===== config.mk =====
export PLATFORM = sky130hd
export DESIGN_NAME = silife_grid_reader_flat
export DESIGN_NICKNAME = d
export VERILOG_FILES = /design/src/rtl/silife_pkg.sv /design/src/rtl/silife_grid_reader_if.sv /design/src/rtl/silife_row_popcount.sv /design/src/rtl/silife_grid_reader.sv /design/src/flat_wrapper.sv
export SDC_FILE = /design/constraint.sdc
export NUM_CORES = 1
export LEC_CHECK = 0
export ABC_AREA = 0
export ABC_CLOCK_PERIOD_IN_PS = 3950
export BUFFER_PORTS_ARGS = -buffer_cell sky130_fd_sc_hd__buf_2
export CORE_AREA = 5 5 121 123
export DETAILED_ROUTE_END_ITERATION = 7
export DIE_AREA = 0 0 126 128
export GPL_TIMING_DRIVEN = 1
export PLACE_DENSITY = 0.47
export SLEW_MARGIN = 20
export SYNTH_ARGS = -nofsm -noshare
export SYNTH_HDL_FRONTEND = slang
export SYNTH_SLANG_ARGS = --single-unit
export TNS_END_PERCENT = 20

===== constraint.sdc =====
create_clock -name clk -period 3.95 [get_ports clk]
set_input_delay 0 -clock clk [delete_from_list [all_inputs] [get_ports clk]]
set_output_delay 0 -clock clk [all_outputs]
set_load 0.03 [all_outputs]

===== src/rtl/silife_pkg.sv =====
// Shared types and geometry for the cell-grid read-out path.
package silife_pkg;

  typedef enum logic [1:0] {
    IDLE = 2'd0,
    SEND = 2'd1,
    DONE = 2'd2
  } state_t;

  localparam int WIDTH  = 8;
  localparam int HEIGHT = 8;
  localparam int ROW_W  = $clog2(HEIGHT);
  localparam int POP_W  = $clog2(WIDTH * HEIGHT + 1);
  localparam int CNT_W  = $clog2(WIDTH + 1);

endpackage


===== src/rtl/silife_grid_reader_if.sv =====
// Row-stream valid/ready channel carrying one snapshot row per beat.
interface silife_grid_reader_if;
  import silife_pkg::*;

  logic [WIDTH-1:0] out_data;
  logic [ROW_W-1:0] out_row;
  logic             out_valid;
  logic             out_ready;
  logic             out_last;

  modport master (
    output out_data, out_row, out_valid, out_last,
    input  out_ready
  );

  modport slave (
    input  out_data, out_row, out_valid, out_last,
    output out_ready
  );

endinterface


===== src/rtl/silife_row_popcount.sv =====
// Counts live cells in one row; purely combinational.
module silife_row_popcount
  import silife_pkg::*;
(
  input  logic [WIDTH-1:0] row,
  output logic [CNT_W-1:0] count
);

  always_comb begin
    // NOTE: assigning a default before the loop keeps this block free of inferred latches.
    count = '0;
    for (int i = 0; i < WIDTH; i++) begin
      count = count + CNT_W'(row[i]);
    end
  end

endmodule


===== src/rtl/silife_grid_reader.sv =====
// Snapshots the whole cell grid in one cycle and streams it row by row,
// accumulating the live-cell population of the frame.
module silife_grid_reader
  import silife_pkg::*;
(
  input  logic                      clk,
  input  logic                      reset_n,
  input  logic [WIDTH*HEIGHT-1:0]   cells,
  input  logic                      start,
  input  logic                      abort,
  output logic                      busy,
  output logic [POP_W-1:0]          population,
  output logic                      done,
  silife_grid_reader_if.master      stream
);

  state_t                       state;
  state_t                       state_nxt;
  logic [HEIGHT-1:0][WIDTH-1:0] snapshot;
  logic [ROW_W-1:0]             row;
  logic [POP_W-1:0]             acc;
  logic [CNT_W-1:0]             row_count;
  logic                         beat;
  logic                         last_row;

  assign last_row = (row == ROW_W'(HEIGHT - 1));
  assign beat     = stream.out_valid && stream.out_ready;

  silife_row_popcount u_popcount (
    .row   (stream.out_data),
    .count (row_count)
  );

  // NOTE: sequential state uses non-blocking assignments so every flop samples pre-edge values.
  always_ff @(posedge clk or negedge reset_n) begin
    if (!reset_n) begin
      state <= IDLE;
    end else begin
      state <= state_nxt;
    end
  end

  // abort outranks a same-cycle final beat, so an aborted frame never reaches DONE.
  always_comb begin
    state_nxt = state;
    case (state)
      IDLE:    if (start) state_nxt = SEND;
      SEND: begin
        if (abort) begin
          state_nxt = IDLE;
        end else if (beat && last_row) begin
          state_nxt = DONE;
        end
      end
      DONE:    state_nxt = IDLE;
      default: state_nxt = IDLE;
    endcase
  end

  always_comb begin
    busy             = (state == SEND);
    done             = (state == DONE);
    stream.out_valid = (state == SEND);
    stream.out_last  = (state == SEND) && last_row;
    stream.out_row   = row;
    stream.out_data  = snapshot[row];
  end

  // NOTE: the snapshot register is reset too, so out_data reads zero after reset rather than stale cells.
  always_ff @(posedge clk or negedge reset_n) begin
    if (!reset_n) begin
      snapshot   <= '0;
      row        <= '0;
      acc        <= '0;
      population <= '0;
    end else begin
      case (state)
        IDLE: begin
          if (start) begin
            snapshot <= cells;
            row      <= '0;
            acc      <= '0;
          end
        end
        SEND: begin
          if (!abort && beat) begin
            acc <= acc + POP_W'(row_count);
            if (!last_row) begin
              row <= row + 1'b1;
            end
          end
        end
        DONE:    population <= acc;
        default: ;
      endcase
    end
  end

endmodule

===== src/flat_wrapper.sv =====
// flat-port wrapper written by rule: the top's interface ports become plain ports
module silife_grid_reader_flat import silife_pkg::*;
  (clk, reset_n, cells, start, abort, busy, population, done, stream_out_data, stream_out_row, stream_out_valid, stream_out_last, stream_out_ready);
  silife_grid_reader_if stream_i ();
  input  logic clk;
  input  logic reset_n;
  input  logic [WIDTH*HEIGHT-1:0] cells;
  input  logic start;
  input  logic abort;
  output logic busy;
  output logic [POP_W-1:0] population;
  output logic done;
  output wire logic [$bits(stream_i.out_data)-1:0] stream_out_data;
  output wire logic [$bits(stream_i.out_row)-1:0] stream_out_row;
  output wire logic [$bits(stream_i.out_valid)-1:0] stream_out_valid;
  output wire logic [$bits(stream_i.out_last)-1:0] stream_out_last;
  input wire logic [$bits(stream_i.out_ready)-1:0] stream_out_ready;
  assign stream_out_data = stream_i.out_data;
  assign stream_out_row = stream_i.out_row;
  assign stream_out_valid = stream_i.out_valid;
  assign stream_out_last = stream_i.out_last;
  assign stream_i.out_ready = stream_out_ready;
  silife_grid_reader u_core (.clk(clk), .reset_n(reset_n), .cells(cells), .start(start), .abort(abort), .busy(busy), .population(population), .done(done), .stream(stream_i));
endmodule

# [Yosys cells after proc, flatten, opt, wreduce, memory -nomap -nowiden]
# Cells that the tools add are included.
[totals] ff_bits=83 input_bits=69 wordCells=53
[op_classes] n_addsub=9 order_cmp=1 n_eq_ne=7 mux=13 n_reduce_logical=11
[op_table] op="$bmux 8 s3" n=1
[op_table] op="$add 4x1->4" n=4
[op_table] op="$mux 7" n=2
[op_table] op="$pmux 7 s2" n=1
[op_table] op="$mux 3" n=3
[op_table] op="$mux 8" n=1
[op_table] op="$add 7x4->7" n=1
[op_table] op="$mux 2" n=3
[op_table] op="$ne 2x2->1 const B" n=3
[op_table] op="$pmux 3 s2" n=1
[op_table] op="$add 3x1->4" n=1
[op_table] op="$logic_and 1x1->1" n=4
[op_table] op="$lt 3x4->1 const B" n=1
[op_table] op="$pmux 2 s2" n=1
[op_table] op="$reduce_and 2->1" n=2
[op_table] op="$reduce_and 4->1" n=1
[op_table] op="$add 2x1->3" n=1
[op_table] op="$add 3x1->3 const B" n=1
[op_table] op="$eq 3x3->1 const B" n=1
[op_table] op="$ne 3x3->1 const B" n=1
[op_table] op="$reduce_and 3->1" n=1
[op_table] op="$add 1x1->2" n=1
[op_table] op="$eq 2x1->1 const B" n=1
[op_table] op="$eq 2x2->1 const B" n=1
[op_table] op="other kinds (3)" n=3

# [Depth between registers and ports, before layout]
[logic_depth] ltp_word=12 depth_mapped=15 depth_no_buf=13

# [Modules after synthesis]
# A second synthesis with hierarchy kept.
[hier_totals] hier_cells=425 hier_area_um2=4101.4
[modules_own_cells] module="silife_grid_reader" n_inst=1 cells_per_inst=401 area_each_um2=3911.3 seq_area_each_um2=2077.0
[modules_own_cells] module="silife_row_popcount" n_inst=1 cells_per_inst=24 area_each_um2=190.2 seq_area_each_um2=0.0

# [Least setup slack after synthesis]
# No wires, ideal clock.
[synth_path] kind="register to register" from="register u_core.row[0], in the netlist u_core.stream.out_row[0]" to="register u_core.acc[6]" setup_ps=77 arrival_time_ps=4513 path_slack_ps=-641 path_stages_with_launch=16 path_buffers=2 synth_period_minus_slack_ps=4591 cell_sequence="dfrtp_1 > buf_6 > buf_12 > mux4_2 > mux2_2 > fa_1 > inv_1 > fa_1 > fa_1 > fa_1 > inv_1 > fa_1 > a21o_1 > a21oi_1 > or3_1 > a21oi_1"
[synth_via] elab_chain_len=12
[synth_rtl] element="start, declared" line_no="silife_grid_reader.sv:20" rtl="logic [ROW_W-1:0] row;"
[synth_rtl] element="start signal, assigned" line_no="silife_grid_reader.sv:89" rtl="row <= row + 1'b1;"
[synth_rtl] element="$bmux 8 s3" line_no="silife_grid_reader.sv:66" rtl="stream.out_data = snapshot[row];"
[synth_rtl] element="$mux 8 (implied by the code)" line_no="silife_grid_reader.sv:66"
[synth_rtl] element="net stream_out_data[0]" line_no="flat_wrapper.sv:13" rtl="output wire logic [$bits(stream_i.out_data)-1:0] stream_out_data;"
[synth_rtl] element="$add 1x1->2" line_no="silife_row_popcount.sv:13" rtl="count = count + CNT_W'(row[i]);"
[synth_rtl] element="$add 2x1->3" line_no="silife_row_popcount.sv:13"
[synth_rtl] element="$add 3x1->4" line_no="silife_row_popcount.sv:13"
[synth_rtl] element="$add 4x1->4 (4 in series)" line_no="silife_row_popcount.sv:13"
[synth_rtl] element="$add 7x4->7" line_no="silife_grid_reader.sv:87" rtl="acc <= acc + POP_W'(row_count);"
[synth_rtl] element="$mux 7" line_no="silife_grid_reader.sv:86" rtl="if (!abort && beat) begin"
[synth_rtl] element="$pmux 7 s2" line_no="silife_grid_reader.sv:77" rtl="case (state)"
[synth_rtl] element="end signal, assigned" line_no="silife_grid_reader.sv:87"
[synth_rtl] element="end, declared" line_no="silife_grid_reader.sv:21" rtl="logic [POP_W-1:0] acc;"
# The timed path passes the listed nets, and every way through them passes these cells. The select of a mux whose other input is x is not followed.
# A chain may end at the register's enable or synchronous reset.

# [Worst setup path in the final report]
[layout_path] from="register u_core.row[0], in the netlist u_core.stream.out_row[0]" to="register u_core.acc[6]"
[layout_via] elab_chain_len=12
[layout_rtl] element="$bmux 8 s3 (*)" line_no="silife_grid_reader.sv:66"
[layout_rtl] element="$mux 8 (implied by the code) (*)" line_no="silife_grid_reader.sv:66"
[layout_rtl] element="$add 1x1->2" line_no="silife_row_popcount.sv:13"
[layout_rtl] element="$add 2x1->3" line_no="silife_row_popcount.sv:13"
[layout_rtl] element="$add 3x1->4" line_no="silife_row_popcount.sv:13"
[layout_rtl] element="$add 4x1->4 (3 in series)" line_no="silife_row_popcount.sv:13"
[layout_rtl] element="$add 4x1->4 (*)" line_no="silife_row_popcount.sv:13"
[layout_rtl] element="$add 7x4->7 (*)" line_no="silife_grid_reader.sv:87"
[layout_rtl] element="$mux 7 (*)" line_no="silife_grid_reader.sv:86"
[layout_rtl] element="$pmux 7 s2 (*)" line_no="silife_grid_reader.sv:77"
# Every way passes the cells marked *; elsewhere a longest branch is shown, timed or not. The select of a mux whose other input is x is not followed.

==> flow_summary.yaml <==
sta:
  skew_ns: 0.00671
  fin_ws_ns: -0.146
  finalSetupViolCount: 2
  fmax_ghz: 0.244
  setup_tns_ns: -0.236
  rsz0062_at_grt: "yes"
  period_minus_slack_ns: 4.10
  slew_headroom: 0.476
  post-route-period-util: 1.04
  hold_viol: 0
  worst_hold_slack_ns: 0.138
  worst_pin_slew_ns: 0.786
  maxSlewViolCount: 0
setup_path:
  arrival_ns: 4.37
  required_ns: 4.22
  path_class: "flop to flop"
  crit_fanout: 6
  worst_setup_path_start_kind: "flop"
  end_kind: "flop"
route:
  wl_per_cell_um: 14.0
  ant_nets: 0
  route.detailed.drc: 0
  viasPerCell: 4.38
  wirelength_um: 10400
  first_pass_iters: 4
  drtIter0Drc: 142
  vias: 3254
outcome:
  violations: "negative setup slack"
  status: "finished with violations"
hold_path:
  worstHoldPathType: "input pin to flop"
grt:
  track_usage: 0.140
  antenna_found_initial: 0
  grt_overflow: 0
  grt_max_degree: 84
  grt_pass1_vias: 3571
  grt_pass1_wl_um: 17800
pwr:
  p_per_area_mw_per_mm2: 566
  p_leak_nw: 3.00
  ir_worst_vdd_mv: 0.237
  finalPower_mw: 3.20
synthesis:
  synth_seq_cells: 83
  ys_seq_area_frac: 0.524
  ys_warn_count: 0
  yosysUniqueCellTypes: 33
  synth_area_per_cell_um2: 10.0
  syn_area_mm2: 0.00396
  syn_nets: 477
  syn_inst: 395
clocking:
  clkSinkCount: 83
  htreeDepth: 3
  clock_latency_ns: 0.34
  cts_tree: "done"
  worst_setup_hold_path_clk_slew_ns: 0.06
  clk_path_buf_depth: 2
  cts_buffers: 9
  cts_root_buffer: "clkbuf_16"
layout:
  final_cell_mix: "nand2_1 (200), buf_2 (89), dfrtp_1 (81)"
  area_growth_pct: 42.7
  drive_gt1_frac: 0.279
  fin_nets: 640
  diodes: 0
  final_common_cell: "nand2_1"
  final_util: 0.417
floorplanning:
  dieArea_mm2: 0.0161
  die_w_um: 126
  coreArea_mm2: 0.0136
  die_y_um: 128
  initial_utilization: 0.292
  io-pin-count: 91
  rows: 43
placement:
  io_buffers: 90
  dpl.hpwl_um: 7260
  place.gp.congestion: 0.752
job:
  drv_cap: 0
==> metal layers <==
layer / global-route usage / vias up / share of wire
met5: 0 / - / 0
met4: 0.0473 / 0 / 0.014
met3: 0.0288 / 11 / 0.042
met2: 0.223 / 66 / 0.47
met1: 0.190 / 1574 / 0.47
li1: - / 1603 / -
==> cell families after synthesis <==
group,after synthesis,share of synthesized area
XOR/XNOR,1,0.00221
flip-flops,83,0.524
AND/OR/NAND/NOR,217,0.217
buffers and inverters,32,0.0414
adder cells (fa/ha/maj),13,0.0505
multiplexers,34,0.140
AO/OA/AOI/OAI,15,0.0246
==> sequential cells by signal (all words and copies together) (netlist names) <==
name,flops
u_core.stream.out_row,3
u_core.population,7
u_core.acc,7
u_core.state,2
u_core.snapshot,64
==> worst paths after layout <==
path                                                      startpoint                              endpoint  depth (start not counted)  slack (ns)
worst min register to register       u_core.snapshot[25]$_DFFE_PN0P_       u_core.snapshot[25]$_DFFE_PN0P_                          2        0.47
worst max register to register  u_core.stream.out_row[0]$_DFFE_PN0P_             u_core.acc[6]$_DFFE_PN0P_                         13       -0.15
worst min-delay path                                stream_out_ready             u_core.acc[4]$_DFFE_PN0P_                          3        0.14
worst max-delay path            u_core.stream.out_row[0]$_DFFE_PN0P_             u_core.acc[6]$_DFFE_PN0P_                         13       -0.15
max in group asynchronous                                    reset_n  u_core.stream.out_row[0]$_DFFE_PN0P_                          2        3.09
min in group asynchronous                                    reset_n      u_core.population[1]$_DFFE_PN0P_                          2        0.26
==> where the power goes <==
part           total, mW  switching [mW]  internal, mW  leakage [nW]
sequential          1.11          0.0985          1.01          1.05
combinational       1.18           0.626         0.559          1.79
clock              0.908           0.337         0.571         0.157
==> synthesized netlist by cell type <==
cell type,instances,share of area
mux4_2,15,0.085
ha_1,8,0.025
nand3_1,2,0.0025
mux2i_1,8,0.020
nor2b_1,2,0.0032
a211oi_1,1,0.0019
inv_1,10,0.0095
nand2b_1,2,0.0032
buf_2,13,0.016
or3b_1,1,0.0022
and2_1,2,0.0032
nand2_1,200,0.19
a21o_1,1,0.0019
or3_1,1,0.0016
fa_1,5,0.025
mux4_1,1,0.0066
a22o_1,2,0.0044
a21oi_1,4,0.0051
o211ai_1,2,0.0038
and4bb_2,1,0.0032
xor2_1,1,0.0022
inv_2,1,0.00095
clkbuf_1,5,0.0047
buf_4,1,0.0019
nor2_1,4,0.0038
mux2_2,10,0.028
buf_6,1,0.0028
buf_12,1,0.0051
o31ai_1,2,0.0038
dfrtp_1,83,0.52
nor3b_1,1,0.0019
o21ai_0,3,0.0038
nand4bb_1,1,0.0028
==> worst max-delay path: stages, from the launching register on <==
cell	delay, ns
dfrtp_2	0.46
mux4_2	0.52
mux2_4	0.30
fa_1	0.51
inv_1	0.05
fa_1	0.50
fa_1	0.43
fa_2	0.35
inv_2	0.06
fa_2	0.20
a21o_1	0.12
a21oi_2	0.07
or3_1	0.30
a21oi_1	0.15
==> metrics by stage <==
| stage | cell area, µm² | worst slack (ns) | instances |
|---|---|---|---|
| final | 5660 | -0.146 | 743 |
| after global routing | 5660 | -0.334 | 743 |
| after CTS | 5650 | -0.177 | 743 |
| after detailed placement | 4660 | -0.301 | 659 |
| after global placement | 4660 | -0.222 | 659 |
| after floorplan | 3980 | -0.450 | 395 |
==> cell type report <==
| type | instances | area [µm²] |
|---|---|---|
| fillers | 1370 | 7900 |
| flip-flops and latches | 83 | 2080 |
| multi-input cells | 280 | 1740 |
| repair buffers | 173 | 1250 |
| clock buffers | 12 | 246 |
| well taps | 180 | 225 |
| clock inverters | 4 | 73.8 |
| inverters | 11 | 41.3 |
==> timing repair <==
item                       in CTS  in global routing
pin swaps                       5                  1
gates resized for setup         1                  1
hold endpoints to repair      148                  0
setup buffers                   1                  0
hold buffers                   67                  0
setup endpoints to repair       6                  5
(Power assumes the default switching activity.)
